[config.mk]
export PLATFORM = sky130hd
export DESIGN_NAME = failover_sequencer
export DESIGN_NICKNAME = d
export VERILOG_FILES = /design/src/rtl/failover_sequencer.sv
export SDC_FILE = /design/constraint.sdc
export NUM_CORES = 1
export LEC_CHECK = 0
export ABC_AREA = 1
export BUFFER_PORTS_ARGS = -buffer_cell sky130_fd_sc_hd__buf_2
export CAP_MARGIN = 20
export CORE_MARGIN = 2
export CORE_UTILIZATION = 45
export DETAILED_ROUTE_END_ITERATION = 12
export GPL_TIMING_DRIVEN = 0
export SLEW_MARGIN = 20
export SYNTH_ARGS = -nofsm -noshare
export SYNTH_HDL_FRONTEND = slang
export SYNTH_SLANG_ARGS = --single-unit
export TNS_END_PERCENT = 5
[constraint.sdc]
create_clock -name clk -period 1.95 [get_ports clk]
set_clock_uncertainty 0.2 [all_clocks]
set_input_delay 0.2925 -clock clk [delete_from_list [all_inputs] [get_ports clk]]
set_output_delay 0.2925 -clock clk [all_outputs]
set_load 0.1 [all_outputs]
[src/rtl/failover_sequencer.sv]
// Supervisory A/B CPU failover controller: picks the active CPU and sequences recovery of the standby.
// Optional `FAILOVER_POWER_CYCLE_EN: the standby is power-cycled before each reset pulse.
module failover_sequencer #(
  parameter int HOLDOFF_CYC = 1000,
  parameter int RESET_CYC   = 256,
  parameter int BOOT_CYC    = 50000,
  parameter int MAX_RETRY   = 3,
  parameter int CNT_W       = 20
) (
  input  logic       clk,
  input  logic       rst_n,
  input  logic       io_a,
  input  logic       io_b,
  input  logic       cmd_swi,
  input  logic       force_swi,
  input  logic       debug_mode,
  output logic       switch,
  output logic       reset_A,
  output logic       reset_B,
  output logic       power_on_A,
  output logic       power_on_B,
  output logic       fail_latched_A,
  output logic       fail_latched_B,
  output logic [1:0] retry_cnt,
  output logic [2:0] state
);

  typedef enum logic [2:0] {
    PWRUP    = 3'd0,
    RUN      = 3'd1,
    FLT_ACT  = 3'd2,
    FLT_STB  = 3'd3,
    RST_STB  = 3'd4,
    BOOT_STB = 3'd5,
    DEAD     = 3'd6
  } state_t;

  localparam logic [CNT_W-1:0] HOLD_LAST = CNT_W'(HOLDOFF_CYC - 1);
  localparam logic [CNT_W-1:0] RST_LAST  = CNT_W'(RESET_CYC - 1);
  localparam logic [CNT_W-1:0] BOOT_LAST = CNT_W'(BOOT_CYC - 1);
  localparam logic [1:0]       MAX_R     = 2'(MAX_RETRY);
`ifdef FAILOVER_POWER_CYCLE_EN
  localparam logic [CNT_W-1:0] RSTB_LAST = CNT_W'(2 * RESET_CYC - 1);
`else
  localparam logic [CNT_W-1:0] RSTB_LAST = CNT_W'(RESET_CYC - 1);
`endif

  state_t           r_state;
  logic [CNT_W-1:0] r_timer;
  logic             r_switch;
  logic [1:0]       r_rst;   // per-CPU vectors, bit 0 = A, bit 1 = B
  logic [1:0]       r_pwr;
  logic [1:0]       r_fail;
  logic [1:0]       r_retry;

  logic             w_act;
  logic             w_stb;
  logic             w_io_act;
  logic             w_io_stb;
  logic             w_fail_stb;
  logic             w_force;
  logic [CNT_W-1:0] w_timer_inc;

  assign w_act       = r_switch;
  assign w_stb       = ~r_switch;
  assign w_io_act    = r_switch ? io_b : io_a;
  assign w_io_stb    = r_switch ? io_a : io_b;
  assign w_fail_stb  = r_fail[w_stb];
  assign w_force     = force_swi && (cmd_swi != r_switch);
  assign w_timer_inc = (&r_timer) ? r_timer : r_timer + 1'b1;

  always_ff @(posedge clk or negedge rst_n) begin
    if (!rst_n) begin
      r_state  <= PWRUP;
      r_timer  <= '0;
      r_switch <= 1'b0;
      r_rst    <= 2'b11;
      r_pwr    <= 2'b11;
      r_fail   <= 2'b00;
      r_retry  <= 2'd0;
    end else if (debug_mode) begin
      // Sequencing is frozen; only a manual owner change is honoured.
      if (w_force) r_switch <= ~r_switch;
    end else begin
      r_timer <= w_timer_inc;
      case (r_state)
        PWRUP: begin
          if (r_timer == RST_LAST) begin
            r_rst   <= 2'b00;
            r_state <= RUN;
            r_timer <= '0;
          end
        end
        RUN: begin
          if (!w_io_act) begin
            r_state <= FLT_ACT;
            r_timer <= '0;
          end else if (w_force && w_io_stb) begin
            r_switch <= ~r_switch;
          end else if (!w_io_stb && !w_fail_stb) begin
            r_state <= FLT_STB;
            r_timer <= '0;
          end
        end
        FLT_ACT: begin
          if (w_io_act) begin
            r_state <= RUN;
            r_timer <= '0;
          end else if (r_timer == HOLD_LAST) begin
            r_timer <= '0;
            if (w_io_stb && !w_fail_stb) begin
              // Hand over to the healthy standby; the failed CPU becomes the new standby.
              r_switch     <= ~r_switch;
              r_retry      <= 2'd1;
              r_rst[w_act] <= 1'b1;
`ifdef FAILOVER_POWER_CYCLE_EN
              r_pwr[w_act] <= 1'b0;
`endif
              r_state      <= RST_STB;
            end else begin
              r_state <= DEAD;
            end
          end
        end
        FLT_STB: begin
          if (w_io_stb) begin
            r_state <= RUN;
            r_timer <= '0;
          end else if (r_timer == HOLD_LAST) begin
            r_retry      <= 2'd1;
            r_rst[w_stb] <= 1'b1;
`ifdef FAILOVER_POWER_CYCLE_EN
            r_pwr[w_stb] <= 1'b0;
`endif
            r_state      <= RST_STB;
            r_timer      <= '0;
          end
        end
        RST_STB: begin
`ifdef FAILOVER_POWER_CYCLE_EN
          if (r_timer == RST_LAST) r_pwr[w_stb] <= 1'b1;
`endif
          if (r_timer == RSTB_LAST) begin
            r_rst[w_stb] <= 1'b0;
            r_state      <= BOOT_STB;
            r_timer      <= '0;
          end
        end
        BOOT_STB: begin
          if (w_io_stb) begin
            r_retry <= 2'd0;
            r_state <= RUN;
            r_timer <= '0;
          end else if (r_timer == BOOT_LAST) begin
            r_timer <= '0;
            if (r_retry < MAX_R) begin
              r_retry      <= r_retry + 2'd1;
              r_rst[w_stb] <= 1'b1;
`ifdef FAILOVER_POWER_CYCLE_EN
              r_pwr[w_stb] <= 1'b0;
`endif
              r_state      <= RST_STB;
            end else begin
              // Out of retries: park the standby powered off until the next rst_n.
              r_fail[w_stb] <= 1'b1;
              r_pwr[w_stb]  <= 1'b0;
              r_state       <= RUN;
            end
          end
        end
        DEAD: begin
          r_rst <= 2'b00;
          if (io_a && !r_fail[0]) begin
            r_switch <= 1'b0;
            r_state  <= RUN;
            r_timer  <= '0;
          end else if (io_b && !r_fail[1]) begin
            r_switch <= 1'b1;
            r_state  <= RUN;
            r_timer  <= '0;
          end
        end
        default: begin
          r_state <= RUN;
          r_timer <= '0;
        end
      endcase
    end
  end

  assign switch         = r_switch;
  assign reset_A        = r_rst[0];
  assign reset_B        = r_rst[1];
  assign power_on_A     = r_pwr[0];
  assign power_on_B     = r_pwr[1];
  assign fail_latched_A = r_fail[0];
  assign fail_latched_B = r_fail[1];
  assign retry_cnt      = r_retry;
  assign state          = r_state;

endmodule
==> flow_summary.json, run 1 <==
{
  "grt.overflow.total": 0,
  "cts_root_buffer": "clkbuf_8",
  "fill_cells": 558,
  "rows": 27,
  "p_seq_share_pct": 41.4,
  "hold_path_depth": 4,
  "grt.total_usage_pct": 23.1,
  "synth_cells": 397,
  "die_width_microns": 79.4,
  "cts_tree": "built",
  "cp-start-kind": "flop",
  "ff2ff_setup_slack_ns": 0.04,
  "die_height_microns": 79.4,
  "synthArstFlopShare_pct": 100,
  "routedWlPerCell_microns": 13.3,
  "relSlewSlack_pct": 50.9,
  "grt_pass1_wl_mm": 11.4,
  "synth.area.top_cells": "dfrtp_1, nand2_1, nor2_1",
  "holdPathEnd": "switch",
  "switching_share_pct": 36.2,
  "yosysTopAreaCell": "dfrtp_1",
  "yosysWarnings": 0,
  "synth_top_flop_cell": "dfrtp_1",
  "core_area_sq_mm": 0.00551,
  "cts_sinks": 32,
  "ir_drop_uv": 537,
  "end_kind": "flop",
  "final-setup-viol-count": 0,
  "worst_pin_slew_ns": 0.736,
  "timing.setup.tns_ns": 0,
  "cts.clk_slew.worst_paths_ns": 0.07,
  "vias_per_cell": 4.95,
  "hold_class": "in2reg",
  "cts_buffers": 5,
  "numPortBuffers": 18,
  "reg2reg_from": "r_timer[1]",
  "drt-pass1-iter-count": 4,
  "h-tree-depth": 2,
  "vias": 2518,
  "critPathLaunch": "r_timer[1]",
  "die_area_sq_mm": 0.00631,
  "syn-cell-area_sq_mm": 0.00256,
  "synth_edf_count": 0,
  "period_needed_ns": 1.91,
  "antenna_found_initial": 0,
  "drtAntennaViolNets": 0,
  "maxCapViolCount": 0,
  "p_int_uw": 1280,
  "switching_power_uw": 725,
  "p_leak_uw": 0.00147,
  "p_comb_share_pct": 26.4,
  "synth_nets": 406,
  "synth_common_cells": "nand2_1, nor2_1, nand3_1, dfrtp_1, inv_1",
  "grt_max_degree": 33,
  "wl_mm": 6.76,
  "synth_cell_types": 33,
  "drtIter0Drc": 193,
  "yosysSeqAreaShare_pct": 31.5,
  "synth-seq-cells": 32,
  "yosys.area.top_type_share_pct": 27.4,
  "syn_avg_cell_area_sq_um": 6.45,
  "drc": 0,
  "total_power_uw": 2000,
  "start_util_pct": 46.5,
  "clock_latency_ns": 0.29,
  "power_density_mw_per_mm2": 644,
  "grt_pass1_vias": 2326,
  "cts_buffer_depth": 2,
  "hp-start": "force_swi",
  "pwr-share-clk_pct": 32.2,
  "hpwlAfterDp_mm": 4.91,
  "slew_violations": 0,
  "gp_congestion": 0.844,
  "whs_ns": 0.206,
  "max_freq_mhz": 523,
  "rr_worst_depth": 11,
  "hold_viol_final": 0,
  "status": "finished clean",
  "ioPinCount": 19,
  "r2r_end": "r_timer[2]",
  "final_nets": 445,
  "syn_to_final_growth_pct": 21.6,
  "critical_path_class": "reg2reg",
  "antennaDiodeCount": 0,
  "synth.most_common_cell": "nand2_1",
  "cp_max_fo": 10,
  "drive_gt1_share_pct": 30.4,
  "cp.required_ns": 1.93,
  "rsz0062_at_grt": "yes",
  "cp.arrival_ns": 1.89,
  "fin_crit_sh_pct": 98.1
}
[registers in the layout (all words and copies together) (netlist names)]
register   count
r_timer       20
r_fail         2
retry_cnt      2
switch         1
r_rst          2
state          3
r_pwr          2
[kinds of logic after synthesis]
logic type | synth area share, %
adders and majority gates | 0.977
AOI/OAI and AO/OA | 6.50
and+or+nand+nor | 50.2
DFF | 31.5
xor gates and xnor gates | 4.45
buffers and inverters | 6.45
[how the worst max path moves through the flow]
| stage | endpoint |
|---|---|
| after floorplan | r_timer[11] |
| after global placement | r_timer[1] |
| after detailed placement | r_timer[1] |
| after CTS | r_rst[1] |
| after global routing | r_timer[10] |
| final | r_timer[2] |
[cell type report]
class,count,area (sq um),share of cell area [%]
plain buffers,7,58.8,1.89
inverters,32,120,3.86
repair buffers,32,210,6.75
well taps,72,90.1,2.89
clock inverters,3,42.5,1.37
multi-input cells,326,1690,54.2
clock buffers,5,68.8,2.21
flip-flops and latches,32,837,26.9
[per-stage QoR]
step                std cells  area, sq um  setup WS (ns)  util (%)
floorplan                 397         2570        -0.0498         -
global placement          487         2750         -0.294      50.0
detailed placement        487         2750         -0.279      50.0
CTS                       501         2960       -0.00584      53.8
global route              509         3110        -0.0977      56.6
finish                    509         3110         0.0362      56.6
[cells in the final DEF (no fill, tap or decap), types with 2 or more instances in the layout]
cell type  count
nand2_2       10
nor2_2        11
buf_4         13
buf_2         19
xor2_1        11
nand3_2       12
xnor2_1        2
o21ai_2        2
clkbuf_1       2
clkbuf_8       5
buf_12         2
o21ai_1        6
nor2_1        42
inv_2          9
dfrtp_2       22
nor2_4         7
nand2_4        6
nand3b_1       2
nor3_1         2
nand2_1      150
inv_1         23
nand3_1       35
o21ai_0       14
dfrtp_1        5
a21oi_1        4
dfstp_2        4
[timing repair]
| action | 4_1_cts | 5_1_grt |
|---|---|---|
| setup buffers | 5 | 8 |
| gates resized for setup | 11 | 41 |
| hold buffers | 1 | 0 |
| endpoints found under the hold margin | 28 | 0 |
| cloned | 0 | 0 |
| pin swaps | 2 | 6 |
| setup endpoints to repair | 31 | 31 |
[layer usage]
metal  vias up  track usage (%)  wire, microns
li1       1326                -              -
met1      1142             37.8           3630
met2        45             31.7           2790
met3         5             3.73            302
met4         0             3.62             44
met5         -                0              0
[power by group through the flow]
stage	clock, uW	sequential, uW	combinational (uW)
floorplan	0	879	280
global placement	0	823	455
detailed placement	0	826	458
CTS	663	814	498
global route	686	838	589
finish	646	829	529
[critical path, cell delays in order, from the launching register on]
cell and delay [ns]:
dfrtp_2 0.40, ha_4 0.17, nand2_4 0.06, nor2_4 0.16, nand2_4 0.11, nor2_4 0.09
nand2_2 0.09, a21oi_4 0.15, nand2_4 0.11, buf_12 0.17, nand3_2 0.05, nand2_1 0.05
No activity file was read; power rests on OpenSTA's default activity.
==> run 2: changes to the inputs <==
--- a/config.mk
+++ b/config.mk
@@ -12,7 +12,7 @@
 export CORE_UTILIZATION = 45
 export DETAILED_ROUTE_END_ITERATION = 12
 export GPL_TIMING_DRIVEN = 0
-export SLEW_MARGIN = 20
+export MAX_ROUTING_LAYER = met4
 export SYNTH_ARGS = -nofsm -noshare
 export SYNTH_HDL_FRONTEND = slang
 export SYNTH_SLANG_ARGS = --single-unit
==> run 2 against run 1 <==
Against the previous run:
- critical path depth unchanged
- cell area did not move
- count of clock-buffer cells in the layout stayed put
- maximum frequency shrank 0.17%
- critical path type unchanged
==> flow_summary.json, run 2 (synthesis gave the netlist of run 1 again) <==
{
  "routedWlPerCell_microns": 13.3,
  "syn_to_final_growth_pct": 21.6,
  "critical_path_class": "reg2reg",
  "grt_pass1_vias": 2324,
  "hpwlAfterDp_mm": 4.91,
  "reg2reg_from": "r_timer[1]",
  "status": "finished clean",
  "dpl-instance-area_sq_mm": 0.00275,
  "wl_mm": 6.78,
  "drtAntennaViolNets": 0,
  "wl_met1_mm": 3.58,
  "numPortBuffers": 18,
  "end_kind": "flop",
  "worst_pin_slew_ns": 0.730,
  "layout.cells.non_filler": 509,
  "fin_crit_sh_pct": 98.3,
  "die_height_microns": 79.4,
  "die_area_sq_mm": 0.00631,
  "hold_class": "in2reg",
  "hp-start": "force_swi",
  "vias_per_cell": 4.97,
  "h-tree-depth": 2,
  "drive_gt1_share_pct": 30.4,
  "cts_tree": "built",
  "cts.clk_slew.worst_paths_ns": 0.07,
  "final_nets": 445,
  "antennaDiodeCount": 0,
  "largest_reg_flops": 20,
  "cp.arrival_ns": 1.89,
  "fin_util_pct": 56.6,
  "final-setup-viol-count": 0,
  "slew_violations": 0,
  "grt.total_usage_pct": 23.7,
  "hold_path_depth": 5,
  "antenna_found_initial": 0,
  "gp_congestion": 0.857,
  "hold_viol_final": 0,
  "final_area_sq_mm": 0.00311,
  "layout_common_cells": "nand2_1, nor2_1, nand3_1",
  "wl_met2_mm": 2.81,
  "rows": 27,
  "timing.setup.tns_ns": 0,
  "ir_drop_uv": 536,
  "power_density_mw_per_mm2": 643,
  "holdPathEnd": "switch",
  "period_needed_ns": 1.92,
  "die_width_microns": 79.4,
  "met3_length_microns": 345,
  "cp.required_ns": 1.92,
  "top_layer": "met4",
  "drc": 0,
  "rr_worst_depth": 11,
  "maxCapViolCount": 0,
  "grt_max_degree": 33,
  "final_common_cell": "nand2_1",
  "grt_pass1_wl_mm": 11.4,
  "cts_root_buffer": "clkbuf_8",
  "dp.cells": 487,
  "largest-register": "r_timer",
  "r2r_end": "r_timer[2]",
  "drt-pass1-iter-count": 4,
  "clock_latency_ns": 0.29,
  "cts_buffer_depth": 2,
  "cts_buffers": 5,
  "rsz0062_at_grt": "yes",
  "ff2ff_setup_slack_ns": 0.03,
  "cts_sinks": 32,
  "cp_max_fo": 10,
  "ioPinCount": 19,
  "core_area_sq_mm": 0.00551,
  "start_util_pct": 46.5,
  "cp-start-kind": "flop",
  "p_leak_uw": 0.00147,
  "total_power_uw": 2000,
  "vias": 2531,
  "grt.overflow.total": 0,
  "drtIter0Drc": 158,
  "relSlewSlack_pct": 51.3,
  "max_freq_mhz": 522
}
==> run 2: cell counts in the layout (fill, tap and decap cells not counted) <==
No cell type changed its count.
==> run 2: critical path, cell delays in order (launching register included) <==
cell	delay [ns]
dfrtp_2	0.40
ha_4	0.17
nand2_4	0.06
nor2_4	0.16
nand2_4	0.11
nor2_4	0.09
nand2_2	0.09
a21oi_4	0.15
nand2_4	0.11
buf_12	0.17
nand3_2	0.05
nand2_1	0.05
==> run 2: cell type report <==
type | count | area, sq um
fill | 558 | 2390
buffer | 7 | 58.8
multi-input combinational | 326 | 1690
tap | 72 | 90.1
inverter | 32 | 120
clock inverter | 3 | 42.5
timing repair buffer | 32 | 210
sequential | 32 | 837
clock buffer | 5 | 68.8
==> run 2: per-layer routing <==
metal,global-route usage (%),vias to the layer above
met1,37.8,1139
li1,-,1329
met2,31.6,58
met4,3.62,0
met5,-,-
met3,3.73,5
==> run 2: report_power, final <==
part	leakage, uW	switching (uW)	total [uW]	internal [uW]
sequential	0.000380	100	830	730
combinational	0.00103	360	532	171
clock	0.0000541	263	641	378
==> run 2: worst max-delay path by stage <==
| stage | startpoint | endpoint | slack (ns) | depth (start not counted) |
|---|---|---|---|---|
| final | r_timer[1] | r_timer[2] | 0.03 | 11 |
| after floorplan | state[1] | r_timer[11] | -0.05 | 11 |
| after CTS | r_timer[0] | r_rst[1] | -0.006 | 12 |
| after global routing | r_timer[12] | r_timer[10] | -0.1 | 11 |
| after global placement | r_timer[0] | r_timer[1] | -0.29 | 11 |
| after detailed placement | r_timer[0] | r_timer[1] | -0.28 | 10 |
==> run 2: metrics by stage <==
step | setup slack [ns] | hold slack (ns)
finish | 0.0329 | 0.208
global route | -0.0977 | 0.235
CTS | -0.00584 | 0.197
detailed placement | -0.279 | 0.200
global placement | -0.294 | 0.197
floorplan | -0.0498 | -0.203
==> run 2: timing repair <==
| action | in CTS | in global routing |
|---|---|---|
| hold buffers | 1 | 0 |
| pin swaps | 2 | 6 |
| gates resized for setup | 11 | 41 |
| hold endpoints to repair | 28 | 0 |
| setup endpoints to repair | 31 | 31 |
| setup buffers | 5 | 8 |
